===== src/rtl/pixel_frame_source_if.sv =====
// ----------------------------------------------------------------------------
// pixel_frame_source_if
//   Bundle of the control, frame-RAM read port and pixel-stream signals of
//   pixel_frame_source. Signal names match the face_blur stream naming.
//
//   master : the frame source itself (drives RAM reads and the pixel stream)
//   slave  : the environment (start/hold control, RAM data, stream consumer)
//
//   iSTART    start one frame (sampled only while idle)
//   iHOLD     stall: no new RAM read this cycle
//   oRD_EN    RAM read strobe
//   oRD_ADDR  RAM read address, raster index row*W+col
//   iRD_DATA  RAM read data, valid the cycle after oRD_EN
//   oDVAL     pixel valid
//   oDATA     pixel data (holds while oDVAL=0)
//   oSOF/oEOL/oEOF  first pixel / last of row / last of frame, qualified by oDVAL
//   oBUSY     frame in progress, through the oDONE cycle
//   oDONE     one-cycle pulse after the last pixel
// ----------------------------------------------------------------------------
interface pixel_frame_source_if #(
  parameter int AW = 16
);
  logic          iSTART;
  logic          iHOLD;
  logic          oRD_EN;
  logic [AW-1:0] oRD_ADDR;
  logic [7:0]    iRD_DATA;
  logic          oDVAL;
  logic [7:0]    oDATA;
  logic          oSOF;
  logic          oEOL;
  logic          oEOF;
  logic          oBUSY;
  logic          oDONE;

  modport master (
    input  iSTART, iHOLD, iRD_DATA,
    output oRD_EN, oRD_ADDR, oDVAL, oDATA, oSOF, oEOL, oEOF, oBUSY, oDONE
  );

  modport slave (
    output iSTART, iHOLD, iRD_DATA,
    input  oRD_EN, oRD_ADDR, oDVAL, oDATA, oSOF, oEOL, oEOF, oBUSY, oDONE
  );
endinterface


===== src/rtl/pixel_frame_source.sv =====
// ----------------------------------------------------------------------------
// pixel_frame_source
//   Reads one W x H 8-bit frame from a synchronous frame RAM in raster order
//   and emits it as a pixel stream (one pixel per oDVAL cycle) with SOF/EOL/EOF
//   markers, optional idle cycles between rows and a read-stall input.
//
//   Ports
//     iCLK    clock
//     iRST_N  synchronous active-low reset
//     bus     pixel_frame_source_if.master (control, RAM read port, stream)
//
//   Pipeline: read issued in cycle t -> RAM data in t+1 -> registered pixel
//   visible in t+2. Markers are computed when the read is issued and ride
//   along with it, so they always line up with their pixel.
// ----------------------------------------------------------------------------
module pixel_frame_source #(
  parameter int W        = 210,
  parameter int H        = 300,
  parameter int AW       = 16,
  parameter int LINE_GAP = 0
) (
  input  logic                   iCLK,
  input  logic                   iRST_N,
  pixel_frame_source_if.master   bus
);

  localparam int CW = $clog2(W);
  localparam int RW = (H > 1) ? $clog2(H) : 1;
  localparam int GW = (LINE_GAP > 1) ? $clog2(LINE_GAP) : 1;

  typedef enum logic [2:0] {
    S_IDLE,
    S_READ,
    S_GAP,
    S_DRAIN,
    S_DONE
  } state_e;

  state_e        state_q, state_d;
  logic [AW-1:0] addr_q,  addr_d;
  logic [CW-1:0] col_q,   col_d;
  logic [RW-1:0] row_q,   row_d;
  logic [GW-1:0] gap_q,   gap_d;

  // Stage 1: read issued last cycle, data arriving on iRD_DATA now.
  logic p1_vld_q, p1_vld_d;
  logic p1_sof_q, p1_sof_d;
  logic p1_eol_q, p1_eol_d;
  logic p1_eof_q, p1_eof_d;

  // Stage 2: registered stream outputs.
  logic       dval_q, dval_d;
  logic [7:0] data_q, data_d;
  logic       sof_q,  sof_d;
  logic       eol_q,  eol_d;
  logic       eof_q,  eof_d;
  logic       busy_q, busy_d;
  logic       done_q, done_d;

  logic rd_en;
  logic row_end;
  logic frame_end;

  assign row_end   = (col_q == CW'(W - 1));
  assign frame_end = row_end && (row_q == RW'(H - 1));

  always_comb begin
    // NOTE: every signal assigned here gets a default first, so no path
    // through the case statement can leave one unassigned and infer a latch.
    state_d  = state_q;
    addr_d   = addr_q;
    col_d    = col_q;
    row_d    = row_q;
    gap_d    = gap_q;
    rd_en    = 1'b0;
    p1_vld_d = 1'b0;
    p1_sof_d = 1'b0;
    p1_eol_d = 1'b0;
    p1_eof_d = 1'b0;

    // Stage 2 always follows stage 1; data holds when no pixel arrives.
    dval_d = p1_vld_q;
    data_d = p1_vld_q ? bus.iRD_DATA : data_q;
    sof_d  = p1_vld_q & p1_sof_q;
    eol_d  = p1_vld_q & p1_eol_q;
    eof_d  = p1_vld_q & p1_eof_q;

    unique case (state_q)
      S_IDLE: begin
        if (bus.iSTART) begin
          state_d = S_READ;
          addr_d  = '0;
          col_d   = '0;
          row_d   = '0;
        end
      end

      S_READ: begin
        if (!bus.iHOLD) begin
          rd_en    = 1'b1;
          p1_vld_d = 1'b1;
          p1_sof_d = (addr_q == '0);
          p1_eol_d = row_end;
          p1_eof_d = frame_end;
          addr_d   = addr_q + AW'(1);
          if (row_end) begin
            col_d = '0;
            if (!frame_end) row_d = row_q + RW'(1);
          end else begin
            col_d = col_q + CW'(1);
          end
          if (frame_end) begin
            state_d = S_DRAIN;
          end else if (LINE_GAP > 0 && row_end) begin
            state_d = S_GAP;
            gap_d   = '0;
          end
        end
      end

      // Counts regardless of iHOLD: the gap is a fixed blanking interval.
      S_GAP: begin
        if (gap_q == GW'(LINE_GAP - 1)) begin
          state_d = S_READ;
        end else begin
          gap_d = gap_q + GW'(1);
        end
      end

      // Last read is in flight; leave once it has moved into stage 2.
      S_DRAIN: begin
        if (!p1_vld_q) state_d = S_DONE;
      end

      S_DONE: begin
        state_d = S_IDLE;
      end

      default: begin
        state_d = S_IDLE;
      end
    endcase

    busy_d = (state_d != S_IDLE);
    done_d = (state_d == S_DONE);
  end

  always_ff @(posedge iCLK) begin
    // NOTE: the whole pipeline, including the pixel data register, is reset so
    // that a reset mid-frame discards in-flight reads and every output reads 0.
    if (!iRST_N) begin
      state_q  <= S_IDLE;
      addr_q   <= '0;
      col_q    <= '0;
      row_q    <= '0;
      gap_q    <= '0;
      p1_vld_q <= 1'b0;
      p1_sof_q <= 1'b0;
      p1_eol_q <= 1'b0;
      p1_eof_q <= 1'b0;
      dval_q   <= 1'b0;
      data_q   <= '0;
      sof_q    <= 1'b0;
      eol_q    <= 1'b0;
      eof_q    <= 1'b0;
      busy_q   <= 1'b0;
      done_q   <= 1'b0;
    end else begin
      // NOTE: non-blocking assignments so every flop samples the values from
      // before this edge, independent of statement order.
      state_q  <= state_d;
      addr_q   <= addr_d;
      col_q    <= col_d;
      row_q    <= row_d;
      gap_q    <= gap_d;
      p1_vld_q <= p1_vld_d;
      p1_sof_q <= p1_sof_d;
      p1_eol_q <= p1_eol_d;
      p1_eof_q <= p1_eof_d;
      dval_q   <= dval_d;
      data_q   <= data_d;
      sof_q    <= sof_d;
      eol_q    <= eol_d;
      eof_q    <= eof_d;
      busy_q   <= busy_d;
      done_q   <= done_d;
    end
  end

  // The read strobe reacts to iHOLD in the same cycle; everything else is
  // driven straight from flops.
  assign bus.oRD_EN   = rd_en;
  assign bus.oRD_ADDR = addr_q;
  assign bus.oDVAL    = dval_q;
  assign bus.oDATA    = data_q;
  assign bus.oSOF     = sof_q;
  assign bus.oEOL     = eol_q;
  assign bus.oEOF     = eof_q;
  assign bus.oBUSY    = busy_q;
  assign bus.oDONE    = done_q;

endmodule


===== src/flat_wrapper.sv =====
// flat-port wrapper written by rule: the top's interface ports become plain ports
module pixel_frame_source_flat 
#(
  parameter int W        = 210,
  parameter int H        = 300,
  parameter int AW       = 16,
  parameter int LINE_GAP = 0
)
  (iCLK, iRST_N, bus_iSTART, bus_iHOLD, bus_iRD_DATA, bus_oRD_EN, bus_oRD_ADDR, bus_oDVAL, bus_oDATA, bus_oSOF, bus_oEOL, bus_oEOF, bus_oBUSY, bus_oDONE);
  pixel_frame_source_if #(.AW(AW)) bus_i ();
  input  logic iCLK;
  input  logic iRST_N;
  input wire logic [$bits(bus_i.iSTART)-1:0] bus_iSTART;
  input wire logic [$bits(bus_i.iHOLD)-1:0] bus_iHOLD;
  input wire logic [$bits(bus_i.iRD_DATA)-1:0] bus_iRD_DATA;
  output wire logic [$bits(bus_i.oRD_EN)-1:0] bus_oRD_EN;
  output wire logic [$bits(bus_i.oRD_ADDR)-1:0] bus_oRD_ADDR;
  output wire logic [$bits(bus_i.oDVAL)-1:0] bus_oDVAL;
  output wire logic [$bits(bus_i.oDATA)-1:0] bus_oDATA;
  output wire logic [$bits(bus_i.oSOF)-1:0] bus_oSOF;
  output wire logic [$bits(bus_i.oEOL)-1:0] bus_oEOL;
  output wire logic [$bits(bus_i.oEOF)-1:0] bus_oEOF;
  output wire logic [$bits(bus_i.oBUSY)-1:0] bus_oBUSY;
  output wire logic [$bits(bus_i.oDONE)-1:0] bus_oDONE;
  assign bus_i.iSTART = bus_iSTART;
  assign bus_i.iHOLD = bus_iHOLD;
  assign bus_i.iRD_DATA = bus_iRD_DATA;
  assign bus_oRD_EN = bus_i.oRD_EN;
  assign bus_oRD_ADDR = bus_i.oRD_ADDR;
  assign bus_oDVAL = bus_i.oDVAL;
  assign bus_oDATA = bus_i.oDATA;
  assign bus_oSOF = bus_i.oSOF;
  assign bus_oEOL = bus_i.oEOL;
  assign bus_oEOF = bus_i.oEOF;
  assign bus_oBUSY = bus_i.oBUSY;
  assign bus_oDONE = bus_i.oDONE;
  pixel_frame_source #(.W(W), .H(H), .AW(AW), .LINE_GAP(LINE_GAP)) u_core (.iCLK(iCLK), .iRST_N(iRST_N), .bus(bus_i));
endmodule

===== config.mk =====
export PLATFORM = sky130hd
export DESIGN_NAME = pixel_frame_source_flat
export DESIGN_NICKNAME = d
export VERILOG_FILES = /design/src/rtl/pixel_frame_source_if.sv /design/src/rtl/pixel_frame_source.sv /design/src/flat_wrapper.sv
export SDC_FILE = /design/constraint.sdc
export NUM_CORES = 1
export LEC_CHECK = 0
export CAP_MARGIN = 0
export CORE_AREA = 2 2 69 77
export CTS_CLUSTER_SIZE = 8
export DETAILED_ROUTE_END_ITERATION = 8
export DIE_AREA = 0 0 71 79
export PLACE_DENSITY = 0.86
export SLEW_MARGIN = 15
export SYNTH_ARGS = -nofsm -noshare
export SYNTH_HDL_FRONTEND = slang
export SYNTH_SLANG_ARGS = --single-unit

===== constraint.sdc =====
create_clock -name iCLK -period 4.32 [get_ports iCLK]
set_input_delay 0.648 -clock iCLK [delete_from_list [all_inputs] [get_ports iCLK]]
set_output_delay 0.648 -clock iCLK [all_outputs]
set_load 0.02 [all_outputs]

==> reports/results.txt, run 1 <==
status = completed
gr usage total = 19.80%
largest stage delay on the critical path = 0.62 ns
non-filler cells, final = 378
mux contribution to synthesized area = 5.859%
placed cell count = 370
CP Buf/Inv Count = 3
initial antenna violation count = 0
main combinational cell family by area after synthesis = simple AND/OR/NAND/NOR gates
crit end category = output port
share of post-route cells with drive strength above 1 = 6.250%
largest net degree at the start of global routing = 22
clock-pin slew on the worst setup and hold paths = 0.08 ns
vias per cell = 5.905
standard-cell rows = 27
top_reg_cell synth = dfxtp_1
CP required = 3.67 ns
critical path cell sequence = clkdlybuf4s50_1 > and2b_1 > nand2_1 > inv_1 > clkdlybuf4s50_1
largest fanout on the critical path = 10
clk buf depth = 2
sequential share of the synthesized area = 42.97%
fraction of registers with async set/reset = 0%
IO Pins = 43
Final Power = 883.8 uW
Chip Width = 71 um
drt total wl = 5450 um
Max VDD drop = 0.1891 mV
Simple-Gate Fraction of Synth Area = 25.29%
number of global-route vias before repair = 2077
unrepaired setup endpoints after global routing = no
final antenna-violating net count = 0
cell mode on critical path = clkdlybuf4s50_1
Synth Area in Compound Gates = 17.58%
WS Path Type = input port to output port
Tmin final = 3.119 ns
insertion delay to the later sink of the worst-skew pair = 0.30 ns
area delta synth->final = 20.56%
root buf cell = clkbuf_8
die area = 5609 um2
Slew HR = 30.41%
Hold Crit Class = register to register
total leakage power = 0.001021 uW
Yosys warnings = 0
global-route wire length before repair = 9101 um
Post-CTS Setup Bufs = 0
Post-Synthesis Cells = 281
Congestion Overflow GR = 0
post-cts resize count = 0
Post-Synth Adder-Cell Area = 2.441%
CTS buffer count = 5
period utilization = 72.21%
Final Hold Vio Count = 0
Hold Buf Count CTS = 0
post-synth cell types = 48
Synth Cell Area = 2562 um2
xor/xnor share of the synthesized area = 1.709%
worst slack, placed = 1.214 ns
critical path data arrival time = 2.47 ns
Clock Skews = 0.01028 ns
htree depth = 2
final setup vio count = 0
I/O Buffers = 42
Detail Placement HPWL = 3903 um
DRC Markers = 0
CTS tree = yes
fin nets = 336
Critical-path top delay cell = clkdlybuf4s50_1
die height = 79 um
clock sink count = 55
Slew @ Worst Pin = 1.037 ns
critical path startpoint category = input port
Initial DRC Count = 123
post-route core utilization = 63.07%
syn nets = 298
Initial Util = 52.31%
fmax = 320.6 MHz
pwr dens = 286.1 nW/um2
number of synthesized flops with an enable pin = 0
DR WL/cell = 14.42 um
Yosys reg bits = 55
Sum Neg Setup Slack = 0 ns
GPL Wtd Cong = 0.8960
worst setup margin = 1.201 ns
# diodes = 0
fin. max-slew vios = 0
Fill cells = 406
core area = 4898 um2
Crit path max-delay family = buffers and inverters
Mean Syn Cell Area = 9.119 um2
Max Cap Viol = 0
first-pass iteration count of the detailed router = 4
detailed-route via count = 2232
[worst reg2reg max path, delay by kind of cell, from the launching register on]
family,cells,cell delay (ns)
flip-flops,1,0.50
AO/OA/AOI/OAI,2,0.79
AND/OR/NAND/NOR,1,0.43
multiplexers,1,0.24
[state kept, by name (all words and copies together) (netlist names), 3 cells and up]
name	flops
u_core.bus.oDATA	8
u_core.bus.oRD_ADDR	16
u_core.col_q	8
u_core.row_q	9
u_core.state_q	3
[cell usage after synthesis (2+ instances only)]
library cell   n  area, um2
a211oi_1       7      52.55
a21boi_0       2      15.01
a21oi_1       19      95.09
and2_1         2      12.51
and2b_1        2      15.01
and3_1         3      18.77
and4_1         3      26.28
buf_2          3      15.01
buf_6          2      22.52
clkbuf_1       5      18.77
dfxtp_1       55       1101
ha_1           5      62.56
inv_1         10      37.54
mux2i_1       15      150.1
nand2_1       27      101.4
nand2b_1       3      18.77
nand3_1        8      40.04
nand4_1        2      12.51
nand4bb_1      2      22.52
nor2_1        23      86.33
nor2b_1        2      12.51
nor3_1         7      35.03
nor3b_2        2      25.02
nor4_1         3      18.77
o2111ai_1      3      26.28
o211ai_1       2      15.01
o211ai_2       2      25.02
o21a_1         3      22.52
o21ai_0        7      35.03
o21ai_2        2      17.52
o31ai_1        9      67.56
or2_2          2      12.51
or3_1         12      75.07
or4_1         10      75.07
xnor2_1        2      17.52
xor2_1         3      26.28
[routing by layer]
| metal | global-route usage [%] | wire length, um | up-vias |
|---|---|---|---|
| li1 | - | - | 1105 |
| met1 | 24.46 | 2472 | 1058 |
| met2 | 34.02 | 2653 | 59 |
| met3 | 3.807 | 227 | 10 |
| met4 | 7.547 | 96 | 0 |
| met5 | 0 | 0 | - |
[placed cells by master, fill, tap and decap left out, types with 3 or more instances in the layout]
cell type        count
a211oi_1             7
clkdlybuf4s50_1     42
and4_1               3
xor2_1               3
nor3_1               7
mux2i_1             15
nand3_1              8
ha_1                 5
o21ai_0              6
clkbuf_8             6
nor2_1              23
o2111ai_1            3
nand2b_1             3
o21a_1               3
a21oi_1             19
nand2_1             27
or3_1               12
o31ai_1              9
inv_1               10
and3_1               3
or4_1               10
dfxtp_1             55
nor4_1               3
[stage by stage]
step           area (um2)  hold slack, ns
2_1_floorplan        2562          0.4323
3_3_place_gp         2994          0.4485
3_5_place_dp         2994          0.4545
4_1_cts              3089          0.4753
5_1_grt              3089          0.4968
6_report             3089          0.4709
[kinds of logic (layout without fill, tap and decap cells)]
kind of cell	count (synthesis)	in the layout
adders and majority gates	5	5
buffers and inverters	22	61
and+or+nand+nor	117	117
muxes	15	15
DFF	55	55
AOI/OAI and AO/OA	62	62
xor gates and xnor gates	5	5
[area by class of cell]
class / instances / area, um2 / share of cell area (%)
inverter: 10 / 37.54 / 1.215
sequential: 55 / 1101 / 35.64
clock inverter: 1 / 8.758 / 0.2835
clock buffer: 7 / 86.33 / 2.795
timing repair buffer: 43 / 427.9 / 13.85
tap: 58 / 72.57 / 2.349
multi-input combinational: 204 / 1355 / 43.86
[path summary, 6_finish.rpt]
kind                            slack (ns)  cells past startpoint               from              end
worst max register to register        2.30                      4  u_core.state_q[0]  u_core.row_q[7]
worst min-delay path                  0.47                      2       u_core.gap_q     u_core.gap_q
worst max-delay path                  1.20                      5          bus_iHOLD       bus_oRD_EN
worst min register to register        0.47                      2       u_core.gap_q     u_core.gap_q
[where the power goes]
part	internal, uW	switching, uW	total, uW
logic	31.1	41.1	72.2
registers	513	8.08	522
clock network	132	158	290
total	676	208	884
No activity file was read; power rests on OpenSTA's default activity.
==> run 2: changes to the inputs <==
CORE_AREA = 2 2 70 78   (was 2 2 69 77)
DIE_AREA = 0 0 72 80   (was 0 0 71 79)
PLACE_DENSITY = 0.84   (was 0.86)
clock period = 3 ns   (was 4.32 ns; I/O delays follow)
==> run 2 against run 1 <==
Worst setup slack worse by 0.59 ns; clock skew down 0.0068 ns; design area increased by 0.85%; non-clock buffer count increased by 3; core utilization shrank 0.33 points; first-iteration DRC count grew 59%; count of clock-buffer cells in the layout shrank 1; global-route usage increased by 1.5 points; clock power increased by 50%; largest cell class unchanged; largest power group unchanged.
==> reports/results.txt, run 2 (synthesis results as in run 1) <==
area delta synth->final = 21.58%
Detail Placement HPWL = 4037 um
largest net degree at the start of global routing = 22
GPL Wtd Cong = 0.8652
fmax = 419.0 MHz
Critical-path top delay cell = clkdlybuf4s50_1
critical path startpoint category = input port
largest fanout on the critical path = 4
period utilization = 79.56%
insertion delay to the later sink of the worst-skew pair = 0.31 ns
critical path cell sequence = clkdlybuf4s50_1 > and2b_1 > nand2_1 > inv_1 > clkdlybuf4s50_1
root buf cell = clkbuf_8
fin. max-slew vios = 0
Congestion Overflow GR = 0
Post-CTS Setup Bufs = 0
reg2reg setup slack = 1.02 ns
CP Buf/Inv Count = 3
gr usage total = 21.27%
Crit. Startpoint = bus_iHOLD
Tmin final = 2.387 ns
CP required = 2.55 ns
Finished Cell Area = 3115 um2
total leakage power = 0.001035 uW
Chip Width = 72 um
final antenna-violating net count = 0
Placed Area = 3017 um2
worst setup path end = bus_oRD_EN
DR WL/cell = 15.26 um
unrepaired setup endpoints after global routing = no
global-route wire length before repair = 9818 um
Clock Skews = 0.003428 ns
post-cts resize count = 0
I/O Buffers = 42
Largest register FFs = 16
Sum Neg Setup Slack = 0 ns
cell mode on critical path = clkdlybuf4s50_1
CTS tree = yes
CTS buffer count = 5
standard-cell rows = 27
Hold Buf Count CTS = 0
initial antenna violation count = 0
Levels on crit path = 5
Slew @ Worst Pin = 0.6210 ns
Max Cap Viol = 0
critical path data arrival time = 1.94 ns
Worst R2R Start = u_core.col_q[0]
clock-pin slew on the worst setup and hold paths = 0.10 ns
detailed-route via count = 2271
clock sink count = 55
Slew HR = 58.42%
cells on worst reg2reg path = 5
largest stage delay on the critical path = 0.62 ns
commonest non-fill, non-tap cell in the layout = dfxtp_1
core area = 4966 um2
# diodes = 0
Initial Util = 51.60%
clk buf depth = 2
htree depth = 2
fin nets = 339
DRC Markers = 0
final setup vio count = 0
Max VDD drop = 0.3244 mV
pwr dens = 415.3 nW/um2
Hold Crit Class = register to register
share of post-route cells with drive strength above 1 = 7.430%
crit end category = output port
status = completed
drt total wl = 5813 um
vias per cell = 5.961
Final Hold Vio Count = 0
worst hold start = u_core.p1_sof_q
Crit path max-delay family = buffers and inverters
die area = 5760 um2
worst slack, placed = 0.5710 ns
most frequent cells in the layout = dfxtp_1, clkdlybuf4s50_1, nand2_1
Initial DRC Count = 196
FF-to-FF End = u_core.row_q[7]
IO Pins = 43
WS Path Type = input port to output port
worst setup margin = 0.6133 ns
die height = 80 um
number of global-route vias before repair = 2186
first-pass iteration count of the detailed router = 5
==> run 2: changes by cell type in the layout (fill, tap and decap cells not counted) <==
| cell | before | now |
|---|---|---|
| buf_4 | 1 | 4 |
| o21ai_0 | 6 | 7 |
| o21ai_1 | 1 | 0 |
| clkbuf_1 | 1 | 0 |
| clkinvlp_4 | 0 | 1 |
==> run 2: area by class of cell <==
type / count / area [um2]
well taps: 58 / 72.57
fillers: 405 / 1851
flip-flops and latches: 55 / 1101
clock buffers: 6 / 82.58
repair buffers: 46 / 450.4
multi-input cells: 204 / 1355
inverters: 10 / 37.54
clock inverters: 2 / 16.27
==> run 2: layer usage <==
metal  vias to the layer above  share of wire, %  wire length (um)  track usage [%]
li1                       1116                 -                 -                -
met1                      1091                44              2546            27.27
met2                        58                51              2936            36.20
met3                         6               4.7               276            4.293
met4                         0              0.93                54            5.849
met5                         -                 0                 0                0
==> run 2: worst min-delay path by stage <==
stage                           end  slack [ns]  cells after the start
floorplan              u_core.gap_q        0.43                      2
global placement       u_core.gap_q        0.45                      2
detailed placement     u_core.gap_q        0.46                      2
CTS                 u_core.col_q[7]        0.49                      2
global route        u_core.bus.oEOF        0.51                      1
finish              u_core.bus.oSOF        0.50                      1
==> run 2: power breakdown <==
| part | internal (uW) | total (uW) | switching (uW) |
|---|---|---|---|
| Sequential | 739 | 752 | 12.2 |
| Combinational | 47.3 | 107 | 59.5 |
| Clock | 189 | 435 | 246 |
==> run 2: per-stage QoR <==
stage	hold slack [ns]	utilization [%]	std cells	total power, uW
floorplan	0.4323	-	281	830.3
global route	0.5135	62.74	381	1345
finish	0.4972	62.74	381	1294
CTS	0.4925	62.74	381	1299
global placement	0.4480	60.75	373	870.8
detailed placement	0.4560	60.75	373	874.2
==> run 3: changes to the inputs <==
clock period = 2.3 ns   (was 3 ns; I/O delays follow)
==> run 3 against run 2 <==
Worst setup slack worse by 0.52 ns; clock skew rose by 0.0071 ns; count of clock-buffer cells in the layout is 1 lower; hold slack lost 0.020 ns; design area rose by 0.48%; via count fell by 0.79%; global-route usage shrank 1.1 points; highest routed layer unchanged.
==> reports/results.txt, run 3 (synthesis results as in run 1) <==
status = completed
IO Pins = 43
global-route wire length before repair = 9252 um
fmax = 453.2 MHz
Sum Neg Setup Slack = 0 ns
total leakage power = 0.001048 uW
Largest register FFs = 16
commonest non-fill, non-tap cell in the layout = dfxtp_1
htree depth = 2
first-pass iteration count of the detailed router = 5
critical path data arrival time = 1.86 ns
# diodes = 0
WS Path Type = register to output port
period utilization = 95.94%
number of global-route vias before repair = 2051
Clock Skews = 0.01049 ns
DRC Markers = 0
reg2reg setup slack = 0.40 ns
worst setup margin = 0.09340 ns
die area = 5760 um2
initial antenna violation count = 0
WHS = 0.4773 ns
vias per cell = 5.867
gr usage total = 20.19%
detailed-route via count = 2253
Slew HR = 60.70%
Sw Share = 23.84%
cells on worst reg2reg path = 5
standard-cell rows = 27
Clock Power Share = 30.7%
share of post-route cells with drive strength above 1 = 8.282%
final setup vio count = 0
GPL Wtd Cong = 0.8071
Hold Crit Endpoint = u_core.gap_q
Initial Util = 51.60%
CTS tree = yes
Hold Crit Class = register to register
DR WL/cell = 14.08 um
Logic pwr share = 8.9%
Post-CTS Setup Bufs = 0
Max Cap Viol = 0
post-route core utilization = 63.04%
unrepaired setup endpoints after global routing = no
pwr dens = 517.9 nW/um2
most frequent cells in the layout = dfxtp_1, clkdlybuf4s50_1, nand2_1
Power Internal = 1235 uW
Hold Buf Count CTS = 0
Detail Placement HPWL = 4038 um
drt total wl = 5407 um
FF-to-FF End = u_core.row_q[7]
area delta synth->final = 22.17%
Initial DRC Count = 136
Hold Path Cell Cnt = 2
root buf cell = clkbuf_8
I/O Buffers = 42
CP required = 1.96 ns
clock sink count = 55
die height = 80 um
post-cts resize count = 0
worst slack, placed = 0.1218 ns
Congestion Overflow GR = 0
Final Hold Vio Count = 0
largest net degree at the start of global routing = 17
Chip Width = 72 um
insertion delay to the later sink of the worst-skew pair = 0.31 ns
worst hold start = u_core.gap_q
critical path startpoint category = register
clk buf depth = 2
largest fanout on the critical path = 10
clock-pin slew on the worst setup and hold paths = 0.09 ns
Worst R2R Start = u_core.col_q[0]
Slew @ Worst Pin = 0.5887 ns
final antenna-violating net count = 0
fin. max-slew vios = 0
fin nets = 344
Switching Power = 386.5 uW
Max VDD drop = 0.3775 mV
crit end category = output port
Tmin final = 2.207 ns
CTS buffer count = 5
Flop pwr share = 60.4%
core area = 4966 um2
## run 3: worst max-delay path, stage by stage, from the launching register on
cell	delay, ns
dfxtp_1	0.40
nor2_4	0.27
nand2_1	0.16
inv_1	0.12
clkdlybuf4s50_1	0.61
## run 3: layout make-up
| class | instances | area [um2] |
|---|---|---|
| clock buffers | 5 | 68.82 |
| well taps | 58 | 72.57 |
| clock inverters | 1 | 7.507 |
| inverters | 10 | 37.54 |
| flip-flops and latches | 55 | 1101 |
| fillers | 425 | 1836 |
| repair buffers | 51 | 488.0 |
| multi-input cells | 204 | 1355 |
## run 3: per-stage QoR
stage	power (uW)	instances	cell area, um2
finish	1621	384	3131
floorplan	1083	281	2562
detailed placement	1146	378	3054
global placement	1142	378	3054
global route	1680	384	3131
CTS	1635	384	3131
## run 3: worst max path at each step
| stage | start | endpoint | slack, ns | cells after the start |
|---|---|---|---|---|
| after detailed placement | bus_iSTART | u_core.bus.oRD_ADDR[15] | 0.12 | 5 |
| after CTS | u_core.state_q[1] | bus_oRD_EN | 0.06 | 4 |
| after global routing | u_core.state_q[2] | bus_oRD_EN | 0.0007 | 4 |
| after global placement | bus_iHOLD | bus_oRD_EN | 0.13 | 5 |
| final | u_core.state_q[1] | bus_oRD_EN | 0.09 | 4 |
| after floorplan | u_core.bus.oRD_ADDR[2] | u_core.bus.oRD_ADDR[9] | 0.61 | 5 |
## run 3: layer usage
layer | wire [um] | up-vias | share of wire (%) | global-route usage [%]
li1 | - | 1124 | - | -
met1 | 2334 | 1053 | 43 | 25.27
met3 | 228 | 15 | 4.2 | 4.040
met4 | 172 | 0 | 3.2 | 10.00
met5 | 0 | - | 0 | 0
met2 | 2671 | 61 | 49 | 32.87
## run 3: power groups by stage
| stage | registers (uW) | logic, uW | clock network, uW |
|---|---|---|---|
| after global placement | 1000 | 141 | 0 |
| after detailed placement | 1000 | 144 | 0 |
| after CTS | 980 | 144 | 511 |
| after global routing | 982 | 158 | 539 |
| final | 979 | 144 | 498 |
| after floorplan | 1000 | 80.1 | 0 |
